**config.mk**
```make
export PLATFORM = sky130hd
export DESIGN_NAME = ram_nxm
export DESIGN_NICKNAME = d
export VERILOG_FILES = /design/src/rtl/ram_nxm.sv
export SDC_FILE = /design/constraint.sdc
export NUM_CORES = 1
export LEC_CHECK = 0
export CAP_MARGIN = 30
export CORE_MARGIN = 2
export CORE_UTILIZATION = 48
export DETAILED_ROUTE_END_ITERATION = 10
export PLACE_DENSITY_LB_ADDON = 0.3
export SLEW_MARGIN = 0
export SYNTH_ARGS = -nofsm -noshare
export SYNTH_HDL_FRONTEND = slang
export SYNTH_SLANG_ARGS = --single-unit
```
**constraint.sdc**
```tcl
create_clock -name clk -period 1.8 [get_ports clk]
set_clock_uncertainty 0.05 [all_clocks]
set_input_delay 0.36 -clock clk [delete_from_list [all_inputs] [get_ports clk]]
set_output_delay 0.36 -clock clk [all_outputs]
set_load 0.02 [all_outputs]
```
**src/rtl/ram_nxm.sv**
```systemverilog
// ram_nxm: DEPTH x WIDTH flip-flop RAM with single access port, registered
// read data, out-of-range detection and a multi-cycle sweep-clear.
module ram_nxm #(
  parameter  int unsigned WIDTH = 4,
  parameter  int unsigned DEPTH = 4,
  localparam int unsigned AW    = $clog2(DEPTH)
) (
  input  logic             clk,
  input  logic             preset,
  input  logic             en,
  input  logic             rw,
  input  logic [AW-1:0]    addr,
  input  logic [WIDTH-1:0] data_in,
  input  logic             clr_req,
  output logic [WIDTH-1:0] data_out,
  output logic             rd_valid,
  output logic             busy,
  output logic             addr_err
);

  localparam int unsigned   AW1     = AW + 1;
  localparam logic [AW:0]   DEPTH_W = AW1'(DEPTH);
  localparam logic [AW-1:0] LAST    = AW'(DEPTH - 1);

  typedef enum logic {
    IDLE,
    SWEEP
  } state_t;

  state_t           state;
  logic [AW-1:0]    cnt;
  logic [WIDTH-1:0] mem [DEPTH];

  logic             in_range_c;
  logic [WIDTH-1:0] rd_word_c;

  // Address decode; words beyond DEPTH read back as zero.
  always_comb begin
    in_range_c = ({1'b0, addr} < DEPTH_W);
    rd_word_c  = '0;
    for (int i = 0; i < int'(DEPTH); i++) begin
      if (addr == AW'(i)) rd_word_c = mem[i];
    end
  end

  // Storage, access handling and IDLE/SWEEP control; preset fills the array with ones.
  always_ff @(posedge clk or posedge preset) begin
    if (preset) begin
      state    <= IDLE;
      cnt      <= '0;
      busy     <= 1'b0;
      data_out <= '0;
      rd_valid <= 1'b0;
      addr_err <= 1'b0;
      for (int i = 0; i < int'(DEPTH); i++) mem[i] <= '1;
    end else begin
      rd_valid <= 1'b0;
      addr_err <= 1'b0;
      case (state)
        IDLE: begin
          if (clr_req) begin
            // clear request wins; any same-cycle access is dropped
            state <= SWEEP;
            busy  <= 1'b1;
            cnt   <= '0;
          end else if (en) begin
            addr_err <= !in_range_c;
            if (rw) begin
              for (int i = 0; i < int'(DEPTH); i++) begin
                if (addr == AW'(i)) mem[i] <= data_in;
              end
            end else begin
              data_out <= rd_word_c;
              rd_valid <= 1'b1;
            end
          end
        end
        SWEEP: begin
          for (int i = 0; i < int'(DEPTH); i++) begin
            if (cnt == AW'(i)) mem[i] <= '0;
          end
          if (cnt == LAST) begin
            state <= IDLE;
            busy  <= 1'b0;
            cnt   <= '0;
          end else begin
            cnt <= cnt + AW'(1);
          end
        end
        default: begin
          state <= IDLE;
          busy  <= 1'b0;
          cnt   <= '0;
        end
      endcase
    end
  end

endmodule

```
==> flow_metrics.env <==
export IMPL_period_needed_ns=1.74
export IMPL_dp_hpwl_um=2000
export IMPL_tns_ns=0
export IMPL_avgViaCountPerCell=5.83
export IMPL_grt_max_degree=26
export IMPL_p_leak_nw=0.686
export IMPL_worst_path_buf_inv=1
export IMPL_post_cts_buffers=0
export IMPL_die_w_um=56.2
export IMPL_hold_ws_ns=0.303
export IMPL_cts_sink_count=25
export IMPL_syn_avg_cell_area_sq_um=12.4
export IMPL_worst_ir_drop_vdd_mv=0.744
export IMPL_critPathLaunchType="register"
export IMPL_antenna_found_initial=0
export IMPL_power_density_mw_per_mm2=1150
export IMPL_path_clk_slew_ns=0.14
export IMPL_cp_cell_sequence="clkdlybuf4s50_1"
export IMPL_drtAntennaViolNets=0
export IMPL_top_level_ports=18
export IMPL_cts_root_buf="clkbuf_4"
export IMPL_routed_wl_um=2590
export IMPL_setup_violations=0
export IMPL_cts_tree="done"
export IMPL_worstSetupPathType="register to output pin"
export IMPL_clockBufferDepth=2
export IMPL_syn_instance_count=105
export IMPL_synth_top_family_by_area="compound AO/OA/AOI/OAI gates"
export IMPL_syn_to_final_growth_pct=22.4
export IMPL_cts_resized_gates=0
export IMPL_drv_slew=0
export IMPL_rsz0062_at_grt="false"
export IMPL_gp_congestion=0.851
export IMPL_avgRoutedWirePerCell_um=15.9
export IMPL_path_delay_family="buffers and inverters"
export IMPL_route_detailed_drc=0
export IMPL_timing_fmax_mhz=574
export IMPL_synth_compound_area_share_pct=19.4
export IMPL_synth_mux_area_share_pct=11.2
export IMPL_hold_path_class="input pin to asynchronous set/reset pin"
export IMPL_drive_gt1_share_pct=33.1
export IMPL_critPathRequiredTime_ns=1.39
export IMPL_io_buffers=16
export IMPL_drv_cap=0
export IMPL_grt_pass1_wl_um=4430
export IMPL_syn_nets=120
export IMPL_synth_seq_cells=25
export IMPL_status="complete, no violations"
export IMPL_grt_overflow_total=0
export IMPL_synth_xor_area_share_pct=0
export IMPL_die_area_sq_mm=0.00315
export IMPL_yosys_warnings=0
export IMPL_crit_slowest_cell="clkdlybuf4s50_1"
export IMPL_syn_area_sq_mm=0.00131
export IMPL_post_place_cells=159
export IMPL_antenna_cells=0
export IMPL_cp_end_kind="output pin"
export IMPL_worstPathMaxFanout=2
export IMPL_clk_latency_ns=0.33
export IMPL_yosys_area_share_adder_pct=3.83
export IMPL_grt_use_total_pct=18.2
export IMPL_fin_cells=163
export IMPL_seq_area_frac_synth_pct=49.4
export IMPL_fillers=215
export IMPL_initial_utilization_pct=51.8
export IMPL_cts_buffers_inserted=3
export IMPL_num_vias=950
export IMPL_grt_pass1_vias=924
export IMPL_finalHoldViolCount=0
export IMPL_fin_nets=149
export IMPL_htreeDepth=1
export IMPL_num_rows=18
export IMPL_drt_iter0_drc=22
export IMPL_drt_first_pass_iters=4
export IMPL_fin_crit_sh_pct=96.8
export IMPL_cts_hold_fix_buffers=0
export IMPL_synth_simple_area_share_pct=9.96
export IMPL_synthDistinctLibCells=28
export IMPL_cp_data_arrival_time_ns=1.33
export IMPL_finalPower_mw=1.84
export IMPL_dieHeight_um=56.2
export IMPL_cp_slowest_stage_delay_ns=0.61
export IMPL_coreArea_sq_mm=0.00252
==> Yosys cell counts, drive strengths merged <==
cell type	n	area, sq um
nor4b	1	23.8
conb	1	3.75
and4b	1	10.0
inv	10	37.5
dfrtp	9	225
nor2	3	11.3
a221o	6	60.1
o31ai	1	7.51
nor2b	5	31.3
a211oi	4	30.0
a21oi	5	25.0
nand2	1	3.75
ha	4	50.1
nor4bb	1	10.0
nand2b	2	12.5
mux4	4	90.1
o22ai	1	6.26
dfstp	16	420
mux2	5	56.3
buf	6	38.8
a21o	2	15.0
a22oi	3	22.5
and2	4	27.5
a221oi	2	17.5
a22o	8	70.1
==> report_power, final <==
group          switching, mW  internal, mW  leakage [nW]
clock network          0.177        0.0871        0.0150
registers              0.113         0.738         0.279
logic                  0.354         0.374         0.392
total                  0.644          1.20         0.686
==> tightest hold or removal path, delay by kind of cell <==
family,cells,cell delay (ns)
buf+inv,3,0.74
==> per-stage QoR <==
| stage | worst slack, ns | util, % | instance area [sq um] |
|---|---|---|---|
| after detailed placement | -0.202 | 62.3 | 1570 |
| after global placement | -0.190 | 62.3 | 1570 |
| final | 0.0577 | 63.4 | 1600 |
| after floorplan | 0.340 | - | 1310 |
| after global routing | 0.0126 | 63.4 | 1600 |
| after CTS | 0.0445 | 63.3 | 1600 |
==> final cells by class <==
class                      instances  area, sq um  share of cell area [%]
multi-input combinational         64          584                    36.5
tap                               30         37.5                    2.35
sequential                        25          646                    40.4
inverter                          10         37.5                    2.35
timing repair buffer              30          268                    16.7
clock buffer                       4         26.3                    1.64
==> path summary, 6_finish.rpt <==
check,startpoint,end,slack (ns),cells past startpoint
max,data_out[2],data_out[2],0.06,1
min,preset,data_out[2],0.30,3
max reg2reg,state,mem[7],0.24,4
min reg2reg,data_out[1],data_out[1],0.47,1
max in group asynchronous,preset,mem[7],1.10,3
min in group clk,data_out[1],data_out[1],0.47,1
==> per-layer routing <==
metal | vias up | track usage, % | wire (um) | share of wire, %
li1 | 446 | - | - | -
met1 | 475 | 27.6 | 1250 | 48
met2 | 24 | 24.7 | 1150 | 44
met3 | 5 | 3.72 | 139 | 5.4
met4 | 0 | 8.16 | 53 | 2.0
met5 | - | 0 | 0 | 0
==> cells by family (layout without fill, tap and decap cells) <==
| family | count (synthesis) | after routing |
|---|---|---|
| adder cells (fa/ha/maj) | 4 | 4 |
| AND/OR/NAND/NOR | 18 | 18 |
| flip-flops | 25 | 25 |
| other | 1 | 1 |
| buffers and inverters | 16 | 44 |
| multiplexers | 9 | 9 |
| AO/OA/AOI/OAI | 32 | 32 |
==> placed cells by master (no fill, tap or decap) <==
master	n
a21o_1	2
a221o_1	6
ha_1	4
a22o_1	8
nor2b_1	5
nor4b_4	1
clkbuf_1	1
dfstp_2	16
mux4_2	4
mux2_2	5
buf_4	14
and4b_1	1
dlymetal6s2s_1	1
a21oi_1	5
a221oi_1	2
a22oi_1	3
and2_4	1
conb_1	1
clkdlybuf4s50_1	15
nand2_1	1
a211oi_1	4
clkbuf_4	3
o22ai_1	1
nor4bb_1	1
nand2b_1	2
and2_1	3
o31ai_1	1
dfrtp_1	9
nor2_1	3
inv_1	10
==> registers in the layout (all words and copies together), names as in the netlist <==
signal and flops:
data_out 4, mem 16, rd_valid 1, cnt 2
state 1, busy 1
Note: power is estimated with default switching activity, not from simulation.
==> RTL edit: new RTL, config.mk and constraints unchanged <==
Add an input register stage for `en`, `rw`, `addr`, `data_in` and `clr_req`; this delays them by one clock.
--- a/src/rtl/ram_nxm.sv
+++ b/src/rtl/ram_nxm.sv
@@ -29,2 +29,16 @@
 
+  logic en_q;
+  logic rw_q;
+  logic [AW-1:0] addr_q;
+  logic [WIDTH-1:0] data_q;
+  logic clr_req_q;
+
+  always_ff @(posedge clk) begin
+    en_q      <= en;
+    rw_q      <= rw;
+    addr_q    <= addr;
+    data_q    <= data_in;
+    clr_req_q <= clr_req;
+  end
+
   state_t           state;
@@ -38,6 +52,6 @@
   always_comb begin
-    in_range_c = ({1'b0, addr} < DEPTH_W);
+    in_range_c = ({1'b0, addr_q} < DEPTH_W);
     rd_word_c  = '0;
     for (int i = 0; i < int'(DEPTH); i++) begin
-      if (addr == AW'(i)) rd_word_c = mem[i];
+      if (addr_q == AW'(i)) rd_word_c = mem[i];
     end
@@ -60,3 +74,3 @@
         IDLE: begin
-          if (clr_req) begin
+          if (clr_req_q) begin
             // clear request wins; any same-cycle access is dropped
@@ -65,7 +79,7 @@
             cnt   <= '0;
-          end else if (en) begin
+          end else if (en_q) begin
             addr_err <= !in_range_c;
-            if (rw) begin
+            if (rw_q) begin
               for (int i = 0; i < int'(DEPTH); i++) begin
-                if (addr == AW'(i)) mem[i] <= data_in;
+                if (addr_q == AW'(i)) mem[i] <= data_q;
               end
Behaviour: not the same (Yosys sat finds a counterexample within 4 cycles, from zero or initial values and one cycle with preset high).
==> RTL edit against the unedited design <==
Setup slack got worse by 0.0038 ns. Worst hold slack got worse by 0.0083 ns. Sequential cell count is 9 higher. Wire length rose by 19%. Count of clock-buffer cells in the layout rose by 2. Highest routed layer unchanged. Cell area grew 13%. Largest power group unchanged. Area after synthesis up 17%. Final cell count is 15% higher. Total power increased by 19%. Non-clock buffer count fell by 9.
==> RTL edit: results (changes against the unedited design) <==
| Metric | Value |
|---|---|
| Commonest cells post-synth | dfstp_2, inv_1, dfrtp_1, dfxtp_1, a221o_1 |
| Async SR Flop Fraction | 73.5% (-26 points) |
| Detailed Place HPWL | 2220 um (+11%) |
| Seq/Total Area, Yosys | 53.8% (+4.4 points) |
| Placed cell area | 1740 um^2 (+11%) |
| Hold WS | 0.294 ns (-0.00831 ns) |
| Post-synthesis cell type count | 42 (+50%) |
| CP endpoint | data_out[2] |
| Reg2reg end | mem[6] |
| CTS HTree Levels | 2 (+1) |
| Placed Instances | 179 (+13%) |
| Final GP Congestion | 0.823 (-3.4%) |
| Top cells by area, synth | dfstp_2, dfrtp_1, dfxtp_1, mux4_2, a221o_1 |
| Final net count | 157 (+5.4%) |
| VDD IR max | 714 uV (-4.0%) |
| Via-to-Cell Ratio | 5.42 (-7.1%) |
| Met2 Use GR | 30.7% (+6.0 points) |
| First DRT Iteration DRCs | 31 (+41%) |
| GR Util met3 | 6.40% (+2.7 points) |
| Pre-CTS setup slack | 0.286 ns (+0.489 ns) |
| Fmax achieved | 0.573 GHz (-0.22%) |
| Most used routing layer | met2 |
| Total power | 2.20 mW (+19%) |
| Clock transition at the registers of the reported paths | 0.11 ns (-0.03 ns) |
| GR Layer Usage met1 | 22.7% (-4.9 points) |
| Routed WL per cell | 16.4 um (+3.3%) |
| Comb pwr | 0.654 mW (-10%) |
| Total GRT Usage | 18.8% (+0.65 points) |
| Leakage power | 0.770 nW (+12%) |
| Share of layout cells above drive strength 1 | 30.8% (-2.3 points) |
| Worst reg2reg path startpoint | rw_q |
| Biggest regs | mem: 16 flops, data_out: 4 flops, data_q: 4 flops |
| Met2 routed wirelength | 1520 um (+32%) |
| Ys flop type | dfstp_2 |
| Status | finished, final reports clean |
| Mapped Cells | 120 (+14%) |
| Post-synth net total | 135 (+13%) |
| Post-Route WL | 3070 um (+19%) |
| Vias in the first global route | 1012 (+9.5%) |
| Reg power frac | 49.4% (+3.2 points) |
| Sw Ratio | 33.5% (-1.5 points) |
==> RTL edit: layout make-up <==
type	instances	area, um^2
fill	262	1240
multi-input combinational	69	623
inverter	11	41.3
clock buffer	6	51.3
timing repair buffer	21	205
tap	44	55.1
sequential	34	826
clock inverter	2	12.5
==> RTL edit: kinds of logic (layout without fill, tap and decap cells) <==
| logic type | Yosys count | after routing | share of synthesized area, % |
|---|---|---|---|
| compound gates | 29 | 29 | 16.0 |
| fa+ha+maj | 4 | 4 | 3.26 |
| buf+inv | 17 | 40 | 5.55 |
| flops | 34 | 34 | 53.8 |
| mux | 9 | 9 | 9.54 |
| other cells | 1 | 1 | 0.244 |
| simple gates | 26 | 26 | 11.6 |
==> RTL edit: worst register-to-register path, stage by stage (launching register included) <==
cell	delay (ns)
dfxtp_1	0.43
nor4bb_1	0.31
buf_4	0.22
and2_4	0.18
mux2_1	0.31
